`config.mk`:
```
export PLATFORM = sky130hd
export DESIGN_NAME = up3p_core_flat
export DESIGN_NICKNAME = d
export VERILOG_FILES = /design/src/rtl/up3p_pkg.sv /design/src/rtl/up3p_if.sv /design/src/rtl/up3p_alu.sv /design/src/rtl/up3p_core.sv /design/src/flat_wrapper.sv
export SDC_FILE = /design/constraint.sdc
export NUM_CORES = 1
export LEC_CHECK = 0
export BUFFER_PORTS_ARGS = -buffer_cell sky130_fd_sc_hd__clkbuf_2
export CAP_MARGIN = 40
export CORE_UTILIZATION = 35
export DETAILED_ROUTE_END_ITERATION = 16
export SLEW_MARGIN = 0
export SYNTH_ARGS = -nofsm -noshare
export SYNTH_HDL_FRONTEND = slang
export SYNTH_HIERARCHICAL = 1
export SYNTH_SLANG_ARGS = --single-unit
export TNS_END_PERCENT = 20
```
`constraint.sdc`:
```
create_clock -name clk -period 3.9 [get_ports clk]
set_input_delay 0.78 -clock clk [delete_from_list [all_inputs] [get_ports clk]]
set_output_delay 0.78 -clock clk [all_outputs]
set_load 0.01 [all_outputs]
```
`src/rtl/up3p_pkg.sv`:
```
// rtl/up3p_pkg.sv - opcode/state types and decode helpers shared by the up3p core
package up3p_pkg;

  typedef enum logic [3:0] {
    OP_NOP   = 4'h0,
    OP_LOAD  = 4'h1,
    OP_STORE = 4'h2,
    OP_ADD   = 4'h3,
    OP_SUB   = 4'h4,
    OP_AND   = 4'h5,
    OP_OR    = 4'h6,
    OP_XOR   = 4'h7,
    OP_LDI   = 4'h8,
    OP_JMP   = 4'h9,
    OP_JZ    = 4'hA,
    OP_JC    = 4'hB,
    OP_SHL   = 4'hC,
    OP_SHR   = 4'hD,
    OP_HALT  = 4'hE,
    OP_ILL   = 4'hF
  } opcode_t;

  typedef enum logic [2:0] {
    S_FETCH_U = 3'd0,
    S_LOAD_U  = 3'd1,
    S_FETCH_L = 3'd2,
    S_LOAD_L  = 3'd3,
    S_EXEC    = 3'd4,
    S_WB      = 3'd5,
    S_HALT    = 3'd6
  } state_t;

  // Ops whose operand is a memory address that must be read before retiring.
  function automatic logic is_mem_read(opcode_t op);
    case (op)
      OP_LOAD, OP_ADD, OP_SUB, OP_AND, OP_OR, OP_XOR: return 1'b1;
      default:                                         return 1'b0;
    endcase
  endfunction

  // Ops executed entirely in S_EXEC that still update ac and flags.
  function automatic logic is_exec_ac_write(opcode_t op);
    case (op)
      OP_LDI, OP_SHL, OP_SHR: return 1'b1;
      default:                return 1'b0;
    endcase
  endfunction

endpackage

```
`src/rtl/up3p_if.sv`:
```
// rtl/up3p_if.sv - single-port synchronous RAM bus between the up3p core and its memory
interface up3p_if #(
  parameter int DW = 8,
  parameter int AW = 8
);

  logic [AW-1:0] mem_addr;
  logic [DW-1:0] mem_wdata;
  logic          mem_we;
  logic [DW-1:0] mem_rdata;

  modport master (
    output mem_addr,
    output mem_wdata,
    output mem_we,
    input  mem_rdata
  );

  modport slave (
    input  mem_addr,
    input  mem_wdata,
    input  mem_we,
    output mem_rdata
  );

endinterface

```
`src/rtl/up3p_alu.sv`:
```
// rtl/up3p_alu.sv - combinational accumulator ALU: arithmetic, logic, shifts and carry/zero
module up3p_alu
  import up3p_pkg::*;
#(
  parameter int DW = 8
) (
  input  opcode_t       op,
  input  logic [DW-1:0] a,
  input  logic [DW-1:0] b,
  input  logic          c_in,
  output logic [DW-1:0] result,
  output logic          c_out,
  output logic          z
);

  logic [DW:0] sum;

  always_comb begin
    sum    = '0;
    result = a;
    c_out  = c_in;
    case (op)
      OP_LOAD, OP_LDI: result = b;
      OP_ADD: begin
        sum    = {1'b0, a} + {1'b0, b};
        result = sum[DW-1:0];
        c_out  = sum[DW];
      end
      // The extra top bit of a widened subtract is the borrow (b > a).
      OP_SUB: begin
        sum    = {1'b0, a} - {1'b0, b};
        result = sum[DW-1:0];
        c_out  = sum[DW];
      end
      OP_AND: result = a & b;
      OP_OR:  result = a | b;
      OP_XOR: result = a ^ b;
      OP_SHL: begin
        result = {a[DW-2:0], 1'b0};
        c_out  = a[DW-1];
      end
      OP_SHR: begin
        result = {1'b0, a[DW-1:1]};
        c_out  = a[0];
      end
      default: ;
    endcase
  end

  assign z = (result == '0);

endmodule

```
`src/rtl/up3p_core.sv`:
```
// rtl/up3p_core.sv - up3p accumulator CPU core with integrated fetch/decode/execute control
module up3p_core
  import up3p_pkg::*;
#(
  parameter int            DW       = 8,
  parameter int            AW       = 8,
  parameter logic [AW-1:0] RESET_PC = '0
) (
  input  logic          clk,
  input  logic          reset,
  input  logic          run,
  up3p_if.master        mem,
  output logic [AW-1:0] pc,
  output logic [DW-1:0] ac,
  output logic [DW-1:0] opcode,
  output logic [DW-1:0] value,
  output logic          flag_z,
  output logic          flag_c,
  output logic          instr_done,
  output logic          halted,
  output logic          illegal
);

  state_t        state_q, state_d;
  logic [AW-1:0] pc_q, pc_d;
  logic [DW-1:0] ac_q, ac_d;
  logic [DW-1:0] ir_u_q, ir_u_d;
  logic [DW-1:0] ir_l_q, ir_l_d;
  logic          z_q, z_d;
  logic          c_q, c_d;
  logic          halted_q, halted_d;
  logic          illegal_q, illegal_d;

  logic [AW-1:0] addr_c;
  logic          we_c;
  logic          done_c;

  opcode_t       op;
  logic [AW-1:0] operand_addr;
  logic [DW-1:0] alu_b;
  logic [DW-1:0] alu_result;
  logic          alu_c;
  logic          alu_z;

  assign op           = opcode_t'(ir_u_q[3:0]);
  assign operand_addr = ir_l_q[AW-1:0];
  // In S_WB the ALU consumes the memory operand; in S_EXEC it consumes the immediate.
  assign alu_b        = (state_q == S_WB) ? mem.mem_rdata : ir_l_q;

  up3p_alu #(
    .DW(DW)
  ) u_alu (
    .op    (op),
    .a     (ac_q),
    .b     (alu_b),
    .c_in  (c_q),
    .result(alu_result),
    .c_out (alu_c),
    .z     (alu_z)
  );

  always_comb begin
    state_d   = state_q;
    pc_d      = pc_q;
    ac_d      = ac_q;
    ir_u_d    = ir_u_q;
    ir_l_d    = ir_l_q;
    z_d       = z_q;
    c_d       = c_q;
    halted_d  = halted_q;
    illegal_d = illegal_q;
    addr_c    = pc_q;
    we_c      = 1'b0;
    done_c    = 1'b0;

    case (state_q)
      S_FETCH_U: begin
        if (run) begin
          pc_d    = pc_q + AW'(1);
          state_d = S_LOAD_U;
        end
      end
      S_LOAD_U: begin
        ir_u_d  = mem.mem_rdata;
        state_d = S_FETCH_L;
      end
      S_FETCH_L: begin
        pc_d    = pc_q + AW'(1);
        state_d = S_LOAD_L;
      end
      S_LOAD_L: begin
        ir_l_d  = mem.mem_rdata;
        state_d = S_EXEC;
      end
      S_EXEC: begin
        addr_c  = operand_addr;
        state_d = S_FETCH_U;
        if (is_mem_read(op)) begin
          state_d = S_WB;
        end else begin
          done_c = 1'b1;
          if (is_exec_ac_write(op)) begin
            ac_d = alu_result;
            z_d  = alu_z;
            c_d  = alu_c;
          end
          case (op)
            OP_STORE: we_c = 1'b1;
            OP_JMP:   pc_d = operand_addr;
            OP_JZ:    if (z_q) pc_d = operand_addr;
            OP_JC:    if (c_q) pc_d = operand_addr;
            OP_HALT: begin
              halted_d = 1'b1;
              state_d  = S_HALT;
            end
            OP_ILL: begin
              halted_d  = 1'b1;
              illegal_d = 1'b1;
              state_d   = S_HALT;
            end
            default: ;
          endcase
        end
      end
      S_WB: begin
        addr_c  = operand_addr;
        ac_d    = alu_result;
        z_d     = alu_z;
        c_d     = alu_c;
        done_c  = 1'b1;
        state_d = S_FETCH_U;
      end
      S_HALT: ;
      default: state_d = S_HALT;
    endcase
  end

  always_ff @(posedge clk or posedge reset) begin
    if (reset) begin
      state_q   <= S_FETCH_U;
      pc_q      <= RESET_PC;
      ac_q      <= '0;
      ir_u_q    <= '0;
      ir_l_q    <= '0;
      z_q       <= 1'b0;
      c_q       <= 1'b0;
      halted_q  <= 1'b0;
      illegal_q <= 1'b0;
    end else begin
      state_q   <= state_d;
      pc_q      <= pc_d;
      ac_q      <= ac_d;
      ir_u_q    <= ir_u_d;
      ir_l_q    <= ir_l_d;
      z_q       <= z_d;
      c_q       <= c_d;
      halted_q  <= halted_d;
      illegal_q <= illegal_d;
    end
  end

  assign mem.mem_addr  = addr_c;
  assign mem.mem_wdata = ac_q;
  assign mem.mem_we    = we_c;

  assign pc         = pc_q;
  assign ac         = ac_q;
  assign opcode     = ir_u_q;
  assign value      = ir_l_q;
  assign flag_z     = z_q;
  assign flag_c     = c_q;
  assign instr_done = done_c;
  assign halted     = halted_q;
  assign illegal    = illegal_q;

endmodule

```
`src/flat_wrapper.sv`:
```
// flat-port wrapper written by rule: the top's interface ports become plain ports
module up3p_core_flat import up3p_pkg::*;
#(
  parameter int            DW       = 8,
  parameter int            AW       = 8,
  parameter logic [AW-1:0] RESET_PC = '0
)
  (clk, reset, run, pc, ac, opcode, value, flag_z, flag_c, instr_done, halted, illegal, mem_mem_addr, mem_mem_wdata, mem_mem_we, mem_mem_rdata);
  up3p_if #(.DW(DW), .AW(AW)) mem_i ();
  input  logic clk;
  input  logic reset;
  input  logic run;
  output logic [AW-1:0] pc;
  output logic [DW-1:0] ac;
  output logic [DW-1:0] opcode;
  output logic [DW-1:0] value;
  output logic flag_z;
  output logic flag_c;
  output logic instr_done;
  output logic halted;
  output logic illegal;
  output wire logic [$bits(mem_i.mem_addr)-1:0] mem_mem_addr;
  output wire logic [$bits(mem_i.mem_wdata)-1:0] mem_mem_wdata;
  output wire logic [$bits(mem_i.mem_we)-1:0] mem_mem_we;
  input wire logic [$bits(mem_i.mem_rdata)-1:0] mem_mem_rdata;
  assign mem_mem_addr = mem_i.mem_addr;
  assign mem_mem_wdata = mem_i.mem_wdata;
  assign mem_mem_we = mem_i.mem_we;
  assign mem_i.mem_rdata = mem_mem_rdata;
  up3p_core #(.DW(DW), .AW(AW), .RESET_PC(RESET_PC)) u_core (.clk(clk), .reset(reset), .run(run), .mem(mem_i), .pc(pc), .ac(ac), .opcode(opcode), .value(value), .flag_z(flag_z), .flag_c(flag_c), .instr_done(instr_done), .halted(halted), .illegal(illegal));
endmodule
```
==> impl_metrics.yaml <==
logic_synthesis:
  synth_edf_count: 0
  synthArstFlopShare: 1.000
  synth_top_area_frac: 0.2587
  synth_commonest_cells: "nand2_1 (45), dfrtp_1 (39), mux2_2 (30)"
  synth-main-ff-cell: "dfrtp_1"
  syn-num-nets: 483
  postSynthAreaPerCell_sq_um: 8.496
  postSynthCellCount: 444
  yosysWarnings: 6
  synth_top_cell_by_area: "dfrtp_1"
  synth.ff_latch_count: 39
  synth.most_common_cell: "nand2_1"
  ys_top_cells_by_area: "dfrtp_1 (26%), mux2_2 (9.0%), ha_1 (8.6%)"
  synth_seq_area_share: 0.2587
  synth.distinct_cells: 73
  synth_area_sq_mm: 0.003772
route:
  finalWirelength_microns: 11700
  route.detailed.drc: 0
  detail_route.first_pass.iterations: 5
  post_drt_wl_per_cell_microns: 18.51
  viasPerCell: 5.847
  vias: 3695
  antenna_left: 0
  drtIter0Drc: 340
finish:
  fin_nets: 534
  diodes: 0
  syn2layout_area_growth_pct: 13.40
  fillers: 1081
  drive_above_1_share: 0.2722
setup_path:
  startpoint_type: "register"
  worst_setup_path_end_kind: "register"
  rrSetupSlack_ns: 0.35
  cp.required_ns: 4.15
  cp.arrival_ns: 3.80
  r2r_cells: 14
  critPathMaxFanout: 5
  r2r-end: "u_core/flag_z"
  path_class: "register to register"
  rr_startpoint: "u_core/state_q[2]"
  cp-endpoint: "u_core/flag_z"
  crit_path_start: "u_core/state_q[2]"
clocking:
  cts.sink_count: 39
  hold_buffers: 0
  root_buffer: "clkbuf_8"
  clkTransAtPathRegs_ns: 0.09
  cts-htree-levels: 2
  cts_buffers: 5
  cts_tree: "done"
  cts_buffer_depth: 2
  clkLatencyLatePin_ns: 0.30
  post_cts_resized: 0
  cts_setup_buffers: 0
placed_design:
  port_buffers: 64
  hpwl_microns: 8534
  place_congestion: 0.9297
sta:
  rsz0062_at_grt: "false"
  max_freq_mhz: 281.9
  min_period_over_period: 0.9096
  fin_crit_ns: 3.547
  clock_skew_ns: 0.01105
  finalHoldViolCount: 0
  max-slew-margin-rel: 0.4601
  setup_violations: 0
  report.final.slew_viol_count: 0
  tns_ns: 0
  worst_pin_slew_ns: 0.8099
grt:
  grt_pass1_vias: 3489
  antenna_found_initial: 0
  grt_max_degree: 40
  grt_pass1_wl_microns: 18810
  grt-ovfl-total: 0
  grtUsageTotal: 0.2121
status:
  status: "complete, no violations"
floorplan:
  placement_rows: 37
  die-area_sq_mm: 0.01120
  fp.coreArea_sq_mm: 0.01037
  start_util: 0.3638
  boundaryPins: 65
  die_h_microns: 105.8
  die_x_microns: 105.8
worst_hold_path:
  hold_class: "register to register"
run:
  maxCapViolCount: 0
[placed cells by master (no fill, tap or decap), drive strengths merged, types with 6 or more instances in the layout]
master | Yosys | layout
clkbuf | 9 | 70
nand2 | 45 | 45
dfrtp | 39 | 39
mux2 | 38 | 38
a21oi | 30 | 30
nor2 | 27 | 27
inv | 27 | 27
ha | 26 | 26
buf | 27 | 16
o21ai | 16 | 16
a31oi | 15 | 15
nor3 | 10 | 10
nand2b | 8 | 8
nor2b | 8 | 8
nand3 | 8 | 8
nand4 | 8 | 8
a2bb2oi | 7 | 7
a211oi | 7 | 7
a21o | 6 | 6
nor4 | 6 | 6
o22ai | 6 | 6
or3 | 6 | 6
[state kept, by name, summed over array words and instances, names as in the netlist]
register        cells
u_core/value        8
u_core/flag_z       1
u_core/pc           8
u_core/ac           8
u_core/halted       1
u_core/flag_c       1
u_core/illegal      1
u_core/state_q      3
u_core/opcode       8
[final cells by class]
type                       count  area [sq um]  share of cell area
sequential                    39         975.9              0.2281
clock buffer                   6         72.57             0.01696
tap                          136         170.2             0.03978
inverter                      27         101.3             0.02369
clock inverter                 2         12.51            0.002925
timing repair buffer          80         440.4              0.1030
multi-input combinational    342          2505              0.5856
[routing by layer]
metal | global-route usage | routed length (microns) | up-vias
met3 | 0.03525 | 820 | 26
met4 | 0.06845 | 244 | 0
met5 | 0 | 0 | -
li1 | - | - | 1722
met1 | 0.2952 | 5331 | 1778
met2 | 0.3329 | 5301 | 169
[worst min path at each step]
stage | start | end | slack (ns) | depth (start not counted)
after CTS | u_core/halted | u_core/halted | 0.49 | 1
after global routing | u_core/halted | u_core/halted | 0.50 | 1
after floorplan | u_core/halted | u_core/halted | 0.50 | 1
after detailed placement | u_core/halted | u_core/halted | 0.47 | 1
after global placement | u_core/halted | u_core/halted | 0.46 | 1
final | u_core/halted | u_core/halted | 0.48 | 1
[critical path: stages, from the launching register on]
cell and delay [ns]:
dfrtp_1 0.38, nor2b_1 0.14, nand2_1 0.18, buf_4 0.18
mux2_2 0.39, inv_1 0.11, ha_1 0.28, o21bai_1 0.22
a21oi_1 0.13, mux2i_1 0.14, or4_4 0.48, or3_1 0.39
nor3_2 0.11, nor4b_2 0.19, mux2_2 0.17
[per-stage QoR]
stage / setup WS (ns) / std cells / utilization / area, sq um / hold WS (ns)
floorplan: 0.3016 / 444 / - / 3772 / 0.5032
global placement: 0.3924 / 624 / 0.4043 / 4193 / 0.4605
detailed placement: 0.3628 / 624 / 0.4043 / 4193 / 0.4662
CTS: 0.3532 / 632 / 0.4125 / 4278 / 0.4863
global route: 0.08144 / 632 / 0.4125 / 4278 / 0.5020
finish: 0.3526 / 632 / 0.4125 / 4278 / 0.4759
[cells by family (layout without fill, tap and decap cells)]
logic type,Yosys count,count (layout),synth area share
xor gates and xnor gates,6,6,0.01592
muxes,42,42,0.1260
AOI/OAI and AO/OA,123,123,0.2259
adders and majority gates,28,28,0.09685
and+or+nand+nor,143,143,0.1993
buffers and inverters,63,115,0.07728
DFF,39,39,0.2587
Power is not shown: default switching activity piles up to over one toggle a cycle in this logic, so the estimate is an artifact.
